### config.mk
export PLATFORM = sky130hd
export DESIGN_NAME = ipb_reg_slave
export DESIGN_NICKNAME = d
export VERILOG_FILES = /design/src/rtl/ipb_reg_slave.sv
export SDC_FILE = /design/constraint.sdc
export NUM_CORES = 1
export LEC_CHECK = 0
export CAP_MARGIN = 20
export CORE_MARGIN = 4
export CORE_UTILIZATION = 43
export DETAILED_ROUTE_END_ITERATION = 8
export PLACE_DENSITY = 0.79
export SETUP_SLACK_MARGIN = 0.4
export SLEW_MARGIN = 10
export SYNTH_ARGS = -nofsm -noshare
export SYNTH_HDL_FRONTEND = slang
export SYNTH_SLANG_ARGS = --single-unit
### constraint.sdc
create_clock -name clk -period 3.3 [get_ports clk]
set_input_delay 0.66 -clock clk [delete_from_list [all_inputs] [get_ports clk]]
set_output_delay 0.66 -clock clk [all_outputs]
set_load 0.05 [all_outputs]
### src/rtl/ipb_reg_slave.sv
// Register-bank bus slave: NREGS R/W control registers and NSTAT read-only status
// words behind a word-address map, with programmable response latency and error replies.
module ipb_reg_slave #(
  parameter int DWIDTH  = 32,
  parameter int AWIDTH  = 32,
  parameter int NREGS   = 8,
  parameter int NSTAT   = 4,
  parameter int LATENCY = 1,
  localparam int SW     = (NSTAT > 0) ? NSTAT : 1
) (
  input  logic                    clk,
  input  logic                    rst_n,
  input  logic                    strobe,
  input  logic                    write,
  input  logic [AWIDTH-1:0]       addr,
  input  logic [DWIDTH-1:0]       wdata,
  output logic                    ack,
  output logic                    error,
  output logic [DWIDTH-1:0]       rdata,
  output logic [NREGS*DWIDTH-1:0] ctrl,
  output logic [NREGS-1:0]        ctrl_wr,
  input  logic [SW*DWIDTH-1:0]    status
);

  typedef enum logic [1:0] {IDLE, WAIT, RESP, DONE} state_t;

  localparam logic [3:0] LAT = 4'(LATENCY);

  state_t              state_q, state_d;
  logic [3:0]          cnt_q, cnt_d;
  logic                go_resp;
  logic [AWIDTH-1:0]   addr_q;
  logic [DWIDTH-1:0]   wdata_q;
  logic                write_q;
  logic [DWIDTH-1:0]   ctrl_q [NREGS];
  logic                ack_q, ack_d, err_q, err_d;
  logic [DWIDTH-1:0]   rdata_q, rdata_d;
  logic [NREGS-1:0]    ctrl_wr_q, ctrl_wr_d;

  logic [AWIDTH-1:0]   sel_addr;
  logic [DWIDTH-1:0]   sel_wdata;
  logic                sel_write;
  logic                hit_ctrl, hit_stat, legal;
  logic [DWIDTH-1:0]   rd_val;
  logic [NREGS-1:0]    wr_onehot;

  always_comb begin
    state_d = state_q;
    cnt_d   = cnt_q;
    go_resp = 1'b0;
    case (state_q)
      IDLE: begin
        if (strobe) begin
          cnt_d = LAT;
          if (LATENCY == 0) begin
            state_d = RESP;
            go_resp = 1'b1;
          end else begin
            state_d = WAIT;
          end
        end
      end
      // An expired counter wins over a strobe drop on the same edge.
      WAIT: begin
        if (cnt_q == 4'd0) begin
          state_d = RESP;
          go_resp = 1'b1;
        end else if (!strobe) begin
          state_d = IDLE;
        end else begin
          cnt_d = cnt_q - 4'd1;
        end
      end
      RESP:    state_d = DONE;
      DONE:    if (!strobe) state_d = IDLE;
      default: state_d = IDLE;
    endcase
  end

  // With zero latency the response is built from the live bus on the accepting edge.
  always_comb begin
    sel_addr  = (state_q == IDLE) ? addr  : addr_q;
    sel_wdata = (state_q == IDLE) ? wdata : wdata_q;
    sel_write = (state_q == IDLE) ? write : write_q;
  end

  always_comb begin
    hit_ctrl  = 1'b0;
    hit_stat  = 1'b0;
    rd_val    = '0;
    wr_onehot = '0;
    for (int i = 0; i < NREGS; i++) begin
      if (sel_addr == AWIDTH'(i)) begin
        hit_ctrl     = 1'b1;
        rd_val       = ctrl_q[i];
        wr_onehot[i] = 1'b1;
      end
    end
    for (int j = 0; j < NSTAT; j++) begin
      if (sel_addr == AWIDTH'(NREGS + j)) begin
        hit_stat = 1'b1;
        rd_val   = status[j*DWIDTH +: DWIDTH];
      end
    end
    legal     = hit_ctrl | (hit_stat & ~sel_write);
    ack_d     = go_resp & legal;
    err_d     = go_resp & ~legal;
    rdata_d   = (go_resp & legal & ~sel_write) ? rd_val : '0;
    ctrl_wr_d = (go_resp & hit_ctrl & sel_write) ? wr_onehot : '0;
  end

  always_ff @(posedge clk or negedge rst_n) begin
    if (!rst_n) begin
      state_q   <= IDLE;
      cnt_q     <= '0;
      ack_q     <= 1'b0;
      err_q     <= 1'b0;
      rdata_q   <= '0;
      ctrl_wr_q <= '0;
      for (int i = 0; i < NREGS; i++) ctrl_q[i] <= '0;
    end else begin
      state_q   <= state_d;
      cnt_q     <= cnt_d;
      ack_q     <= ack_d;
      err_q     <= err_d;
      rdata_q   <= rdata_d;
      ctrl_wr_q <= ctrl_wr_d;
      for (int i = 0; i < NREGS; i++) begin
        if (ctrl_wr_d[i]) ctrl_q[i] <= sel_wdata;
      end
    end
  end

  // Captured request fields carry no reset; they are only read after acceptance.
  always_ff @(posedge clk) begin
    if (state_q == IDLE && strobe) begin
      addr_q  <= addr;
      wdata_q <= wdata;
      write_q <= write;
    end
  end

  always_comb begin
    for (int i = 0; i < NREGS; i++) ctrl[i*DWIDTH +: DWIDTH] = ctrl_q[i];
  end

  assign ack     = ack_q;
  assign error   = err_q;
  assign rdata   = rdata_q;
  assign ctrl_wr = ctrl_wr_q;

endmodule

==> results.txt, run 1 <==
Most used cell, CP = buf_4
CP arrival = 3.40 ns
Fin util = 64.8%
Setup Skew = 0.0143 ns
Via count = 16400
Main flop type after synthesis = dfrtp_1
Synth cell count leaders = 304 x dfrtp_1, 236 x nand2_1, 219 x o21ai_0
Cts hold-fix bufs = 0
Max cap viols = 0
TritonCTS clock tree = yes
Worst r2r path cells = 10
Worst rel slew slack = 22.2%
Synth Instances = 1655
DP HPWL = 52700 um
Gr ovfl total = 0
Outcome = complete, no violations
Initial DRC count = 1927
DRT Pass-1 Iters = 6
Setup total negative slack = 0 ns
Reg2reg end = rdata[20]$_DFF_PN0_
Area delta synth->final = 48.3%
Hold Vio Cnt, Final = 0
Reg2reg setup slack = 0.36 ns
Distinct cell type count after synthesis = 60
Seq/Total Area, Yosys = 58.0%
Clock sinks = 369
Clk pin slew, worst setup/hold paths = 0.06 ns
Initial core utilization = 43.7%
Sw power = 3990 uW
Cell taking the most area after synthesis = dfrtp_1
Largest net degree at the start of global routing = 88
Most frequent cell after synthesis = dfrtp_1
Tot GR Track Use = 34.0%
Final wirelength = 74000 um
Avg Synthesized Cell Area = 9.97 sq um
Worst setup margin = 0.351 ns
Drt drc = 0
R2R Path Start = state_q[0]$_DFFE_PN0N_
Gp weighted congestion = 0.956
Num CTS Buffers = 40
Critical Path End Type = flip-flop
Nets = 2377
Share of cells above drive strength 1 = 11.8%
HP Class = input port to asynchronous set/reset pin
Mapped cell area = 16500 sq um
Worst-path cell chain = clkdlybuf4s50_1 > or4b_1 > o21ai_4 > buf_4 > a22oi_1 > a211oi_1 > o32ai_1 > buf_4 > a21o_1 > a311oi_2
Slowest CP cell = clkdlybuf4s50_1
Post-synthesis register bit count = 369
Die X = 204 um
Share of the synthesized area in the top cell type = 46.1%
Yosys warnings = 0
Post-Place Cells = 2636
Setup WS pre-CTS = -0.228 ns
Vias/cell = 6.03
Clock share of power = 36.3%
Max Freq = 339 MHz
DRT antenna net count = 0
Clk_lat worst skew = 0.56 ns
Critical path peak fanout = 6
Cell-internal power = 8630 uW
Clock Tree Buf Depth = 3
Startpoint type of the worst setup path = input port
# setup viols final = 0
PwrDens = 516 nW/um^2
Die height = 204 um
Post-synth EDFFs = 65
Synth area leaders = dfrtp_1 46%, edfxtp_1 12%, o21ai_0 6.6%
Req. time, crit path = 3.75 ns
Combinational power share = 24.5%
Crit Path Category = input port to flip-flop
Tmin final = 2.95 ns
Initial antenna violation count = 7
Peak supply drop = 0.000601 V
Actual transition at the worst max-transition pin = 1.13 ns
Pleak = 0.0100 uW
Crit path from = addr[0]
RSZ-0062 raised after global routing = true
Asr flop ratio synth = 82.4%
CTS root buffer = clkbuf_16
Switching share of power = 31.6%
Die ar. = 41600 sq um
Vias in the first global route = 15900
First-pass GRT wire length = 106000 um
Core ar. = 37800 sq um
Cell Rows = 71
Finished Layout Cells = 2727
I/O Pins = 494
Hold_ws = 0.0584 ns
Syn nets = 1852
Reg power frac = 39.3%
Max stage delay on crit path = 0.56 ns
Tcrit/Tclk final = 89.4%
Port bufs = 493
DR WL/cell = 27.1 um
Final Slew Violations = 0
H-tree lvl count = 2
[through the flow]
step           power (uW)  cell area, sq um
2_1_floorplan        6440             16500
3_3_place_gp         7860             22800
3_5_place_dp         7910             22800
4_1_cts             12600             24200
5_1_grt             13000             24500
6_report            12600             24500
[worst max-delay path by stage]
| stage | to | cells past startpoint |
|---|---|---|
| CTS | rdata[5]$_DFF_PN0_ | 9 |
| detailed placement | rdata[5]$_DFF_PN0_ | 9 |
| floorplan | addr_q[0]$_DFFE_PP_ | 4 |
| finish | rdata[20]$_DFF_PN0_ | 10 |
| global placement | rdata[9]$_DFF_PN0_ | 9 |
| global route | rdata[6]$_DFF_PN0_ | 9 |
[registers in the layout, summed over array words and instances (netlist names)]
register / count
ctrl_wr: 8
ack: 1
state_q: 2
write_q: 1
rdata: 32
addr_q: 32
error: 1
wdata_q: 32
cnt_q: 4
ctrl: 256
[per-layer routing]
metal	vias to the layer above	global-route usage, %	routed length (um)	share of wire (%)
li1	7145	-	-	-
met1	8038	46.9	29600	40
met2	1097	51.9	33100	45
met3	151	10.4	8910	12
met4	2	10.8	2370	3.2
met5	-	0	11	0.015
[cell families after synthesis]
logic type / share of synthesized area (%)
compound gates: 24.0
fa+ha+maj: 0.0758
buf+inv: 3.87
flops: 58.0
mux: 2.06
simple gates: 12.0
[repair_timing]
item                                    4_1_cts  5_1_grt
endpoints found under the setup margin      199      166
gates resized for setup                       5       33
pin swaps                                     5       15
gates cloned                                  0        3
setup buffers                                 7        3
[layout make-up]
type | count | area [sq um]
timing repair buffer | 618 | 6300
antenna | 5 | 12.5
inverter | 11 | 41.3
clock inverter | 12 | 146
clock buffer | 61 | 1170
sequential | 369 | 9560
tap | 511 | 639
multi-input combinational | 1140 | 6580
fill | 2932 | 13300
[power by group through the flow]
| stage | Clock, uW | Combinational [uW] | Sequential [uW] |
|---|---|---|---|
| 4_1_cts | 4630 | 2980 | 4950 |
| 5_1_grt | 4810 | 3240 | 4970 |
| 6_report | 4580 | 3090 | 4950 |
| 3_5_place_dp | 0 | 2880 | 5030 |
| 2_1_floorplan | 0 | 1380 | 5070 |
| 3_3_place_gp | 0 | 2830 | 5030 |
[placed cells by master (no fill, tap or decap), types with 11 or more instances in the layout]
cell             synthesis  final
a221oi_1                17     12
o22ai_1                110    110
a311oi_1                19     18
o32a_1                  16     15
buf_4                    7     89
a22oi_1                 62     57
clkbuf_1                81     13
edfxtp_1                65     65
nand2_1                236    231
buf_12                   0     31
dfrtp_1                304    304
a21oi_1                119    119
and3_1                  12     11
o21ai_0                219    217
clkdlybuf4s50_1          0    490
nor2_1                 165    163
a21o_1                  11     11
mux2i_1                 34     32
clkbuf_16                0     42
o32ai_1                 11     11
[critical path: cells and delay by family]
family | cells | cell delay (ns)
simple gates | 1 | 0.54
buf+inv | 3 | 0.95
compound gates | 6 | 1.24
No activity file was read; power rests on OpenSTA's default activity.
==> run 2, diff against run 1 <==
--- a/config.mk
+++ b/config.mk
@@ -7,10 +7,11 @@
 export LEC_CHECK = 0
 export CAP_MARGIN = 20
 export CORE_MARGIN = 4
-export CORE_UTILIZATION = 43
+export CORE_UTILIZATION = 48
 export DETAILED_ROUTE_END_ITERATION = 8
-export PLACE_DENSITY = 0.79
-export SETUP_SLACK_MARGIN = 0.4
+export GPL_TIMING_DRIVEN = 1
+export PLACE_DENSITY = 0.83
+export SETUP_SLACK_MARGIN = 0.02
 export SLEW_MARGIN = 10
 export SYNTH_ARGS = -nofsm -noshare
 export SYNTH_HDL_FRONTEND = slang
==> constraint.sdc (replaced) <==
create_clock -name clk -period 2.9 [get_ports clk]
set_input_delay 0.58 -clock clk [delete_from_list [all_inputs] [get_ports clk]]
set_output_delay 0.58 -clock clk [all_outputs]
set_load 0.05 [all_outputs]
==> run 2 against run 1 <==
Compared with the run above: sequential share of layout area fell by 0.32 points; combinational power rose by 17%; hold slack improved by 0.45 ns; clock-buffer cell count fell by 3; critical endpoint is now rdata[8]$_DFF_PN0_; largest cell class unchanged.
==> results.txt, run 2 (synthesized netlist as in run 1, its figures left out) <==
Vias/cell = 6.14
Pleak = 0.0102 uW
First-pass GRT wire length = 107000 um
Clock Tree Buf Depth = 3
Multi-input logic area = 6480 sq um
PwrDens = 601 nW/um^2
Setup Skew = 0.0159 ns
Reg power frac = 38.3%
Worst rel slew slack = 36.0%
CTS root buffer = clkbuf_16
DRT antenna net count = 0
Gp weighted congestion = 0.960
Max FFs per register = 256
Most frequent cells in the layout = 492 x clkdlybuf4s50_1, 302 x dfrtp_1, 232 x nand2_1
Initial antenna violation count = 5
Nets = 2406
Largest net degree at the start of global routing = 75
Worst r2r path cells = 9
Req. time, crit path = 3.32 ns
Sw power = 4600 uW
Sequential cell area = 9560 sq um
Clk_lat worst skew = 0.53 ns
Num CTS Buffers = 41
Reg2reg end = rdata[23]$_DFF_PN0_
Tmin final = 2.84 ns
# fillers = 2417
Tcrit/Tclk final = 97.8%
Hold_ws = 0.505 ns
Tot GR Track Use = 36.5%
Post-Place Cells = 2607
Combinational power share = 24.5%
Setup WS pre-CTS = -0.437 ns
Die height = 193 um
Outcome = complete, no violations
TritonCTS clock tree = yes
Cell-internal power = 10200 uW
Core ar. = 33700 sq um
Final wirelength = 71200 um
R2R Path Start = state_q[0]$_DFFE_PN0N_
Gr ovfl total = 0
DP HPWL = 51600 um
Critical path peak fanout = 18
Die X = 193 um
Max cap viols = 0
H-tree lvl count = 2
RSZ-0062 raised after global routing = false
Clock share of power = 37.2%
Switching share of power = 31.1%
Hold Crit Start = cnt_q[0]$_DFFE_PN0P_
Initial core utilization = 48.9%
Reg2reg setup slack = 0.07 ns
Worst setup margin = 0.0636 ns
Finished Layout Cells = 2695
DR WL/cell = 26.4 um
Clock sinks = 369
Critical Path End Type = flip-flop
Crit Path Category = input port to flip-flop
Actual transition at the worst max-transition pin = 0.934 ns
Vias in the first global route = 16400
Clk pin slew, worst setup/hold paths = 0.07 ns
DRT Pass-1 Iters = 7
# setup viols final = 0
Share of cells above drive strength 1 = 12.6%
Die ar. = 37400 sq um
Hold endpoint = cnt_q[0]$_DFFE_PN0P_
Cell Rows = 67
Drt drc = 0
Max Freq = 353 MHz
Hold depth = 1
Startpoint type of the worst setup path = input port
Peak supply drop = 0.000578 V
Hold Vio Cnt, Final = 0
Port bufs = 493
Final Slew Violations = 0
I/O Pins = 494
Via count = 16500
HP Class = flip-flop to flip-flop
Setup total negative slack = 0 ns
Commonest non-fill, non-tap cell in the layout = clkdlybuf4s50_1
Area delta synth->final = 49.6%
CP arrival = 3.26 ns
Initial DRC count = 1899
[run 2: how the worst max path moves through the flow]
stage	startpoint	end	cells past startpoint
finish	addr[13]	rdata[8]$_DFF_PN0_	9
detailed placement	addr[0]	rdata[11]$_DFF_PN0_	8
floorplan	state_q[1]$_DFFE_PN0N_	addr_q[0]$_DFFE_PP_	4
global route	state_q[0]$_DFFE_PN0N_	rdata[25]$_DFF_PN0_	9
global placement	addr[13]	rdata[9]$_DFF_PN0_	9
CTS	state_q[0]$_DFFE_PN0N_	rdata[8]$_DFF_PN0_	8
[run 2: layer usage]
metal | GRT usage (%) | part of all wire (%) | vias to the layer above
met2 | 56.8 | 45 | 1065
met1 | 49.7 | 39 | 8107
met4 | 11.2 | 3.5 | 0
met3 | 11.3 | 12 | 151
li1 | - | - | 7223
met5 | 0 | 0 | -
[run 2: layout make-up]
cell class	count	area share (%)
Antenna cell	5	0.0507
Clock buffer	58	5.00
Clock inverter	18	0.852
Inverter	11	0.167
Multi-Input combinational cell	1140	26.3
Sequential cell	369	38.8
Tap cell	448	2.27
Timing Repair Buffer	646	26.6
[run 2: repair_timing]
action,CTS,global route
setup buffers,4,1
endpoints found under the setup margin,26,27
hold endpoints to repair,40,0
gates resized for setup,6,9
gates cloned,0,1
hold buffers,1,0
pin swaps,3,3
[run 2: metrics by stage]
stage | total power (uW) | util [%] | area, sq um
floorplan | 7330 | - | 16500
global placement | 9080 | 68.4 | 23100
detailed placement | 9150 | 68.4 | 23100
CTS | 14700 | 73.0 | 24600
global route | 15300 | 73.2 | 24700
finish | 14800 | 73.2 | 24700
[run 2: critical path, cell delays in order]
cell	delay (ns)
clkdlybuf4s50_1	0.43
nor4_1	0.36
nand4_1	0.22
o22a_1	0.29
buf_12	0.17
nor3_4	0.24
a21oi_4	0.16
o32a_1	0.44
a311oi_1	0.34
[run 2: power groups by stage]
| stage | sequential (uW) | combinational [uW] | clock [uW] |
|---|---|---|---|
| 4_1_cts | 5660 | 3470 | 5550 |
| 2_1_floorplan | 5770 | 1570 | 0 |
| 6_report | 5670 | 3630 | 5520 |
| 3_5_place_dp | 5760 | 3390 | 0 |
| 3_3_place_gp | 5740 | 3330 | 0 |
| 5_1_grt | 5690 | 3800 | 5780 |
==> run 3, diff against run 2 <==
--- a/config.mk
+++ b/config.mk
@@ -5,7 +5,7 @@
 export SDC_FILE = /design/constraint.sdc
 export NUM_CORES = 1
 export LEC_CHECK = 0
-export CAP_MARGIN = 20
+export CAP_MARGIN = 15
 export CORE_MARGIN = 4
 export CORE_UTILIZATION = 48
 export DETAILED_ROUTE_END_ITERATION = 8
==> results of run 3 <==
Final layout, timing and power as in run 2 (identical DEF).
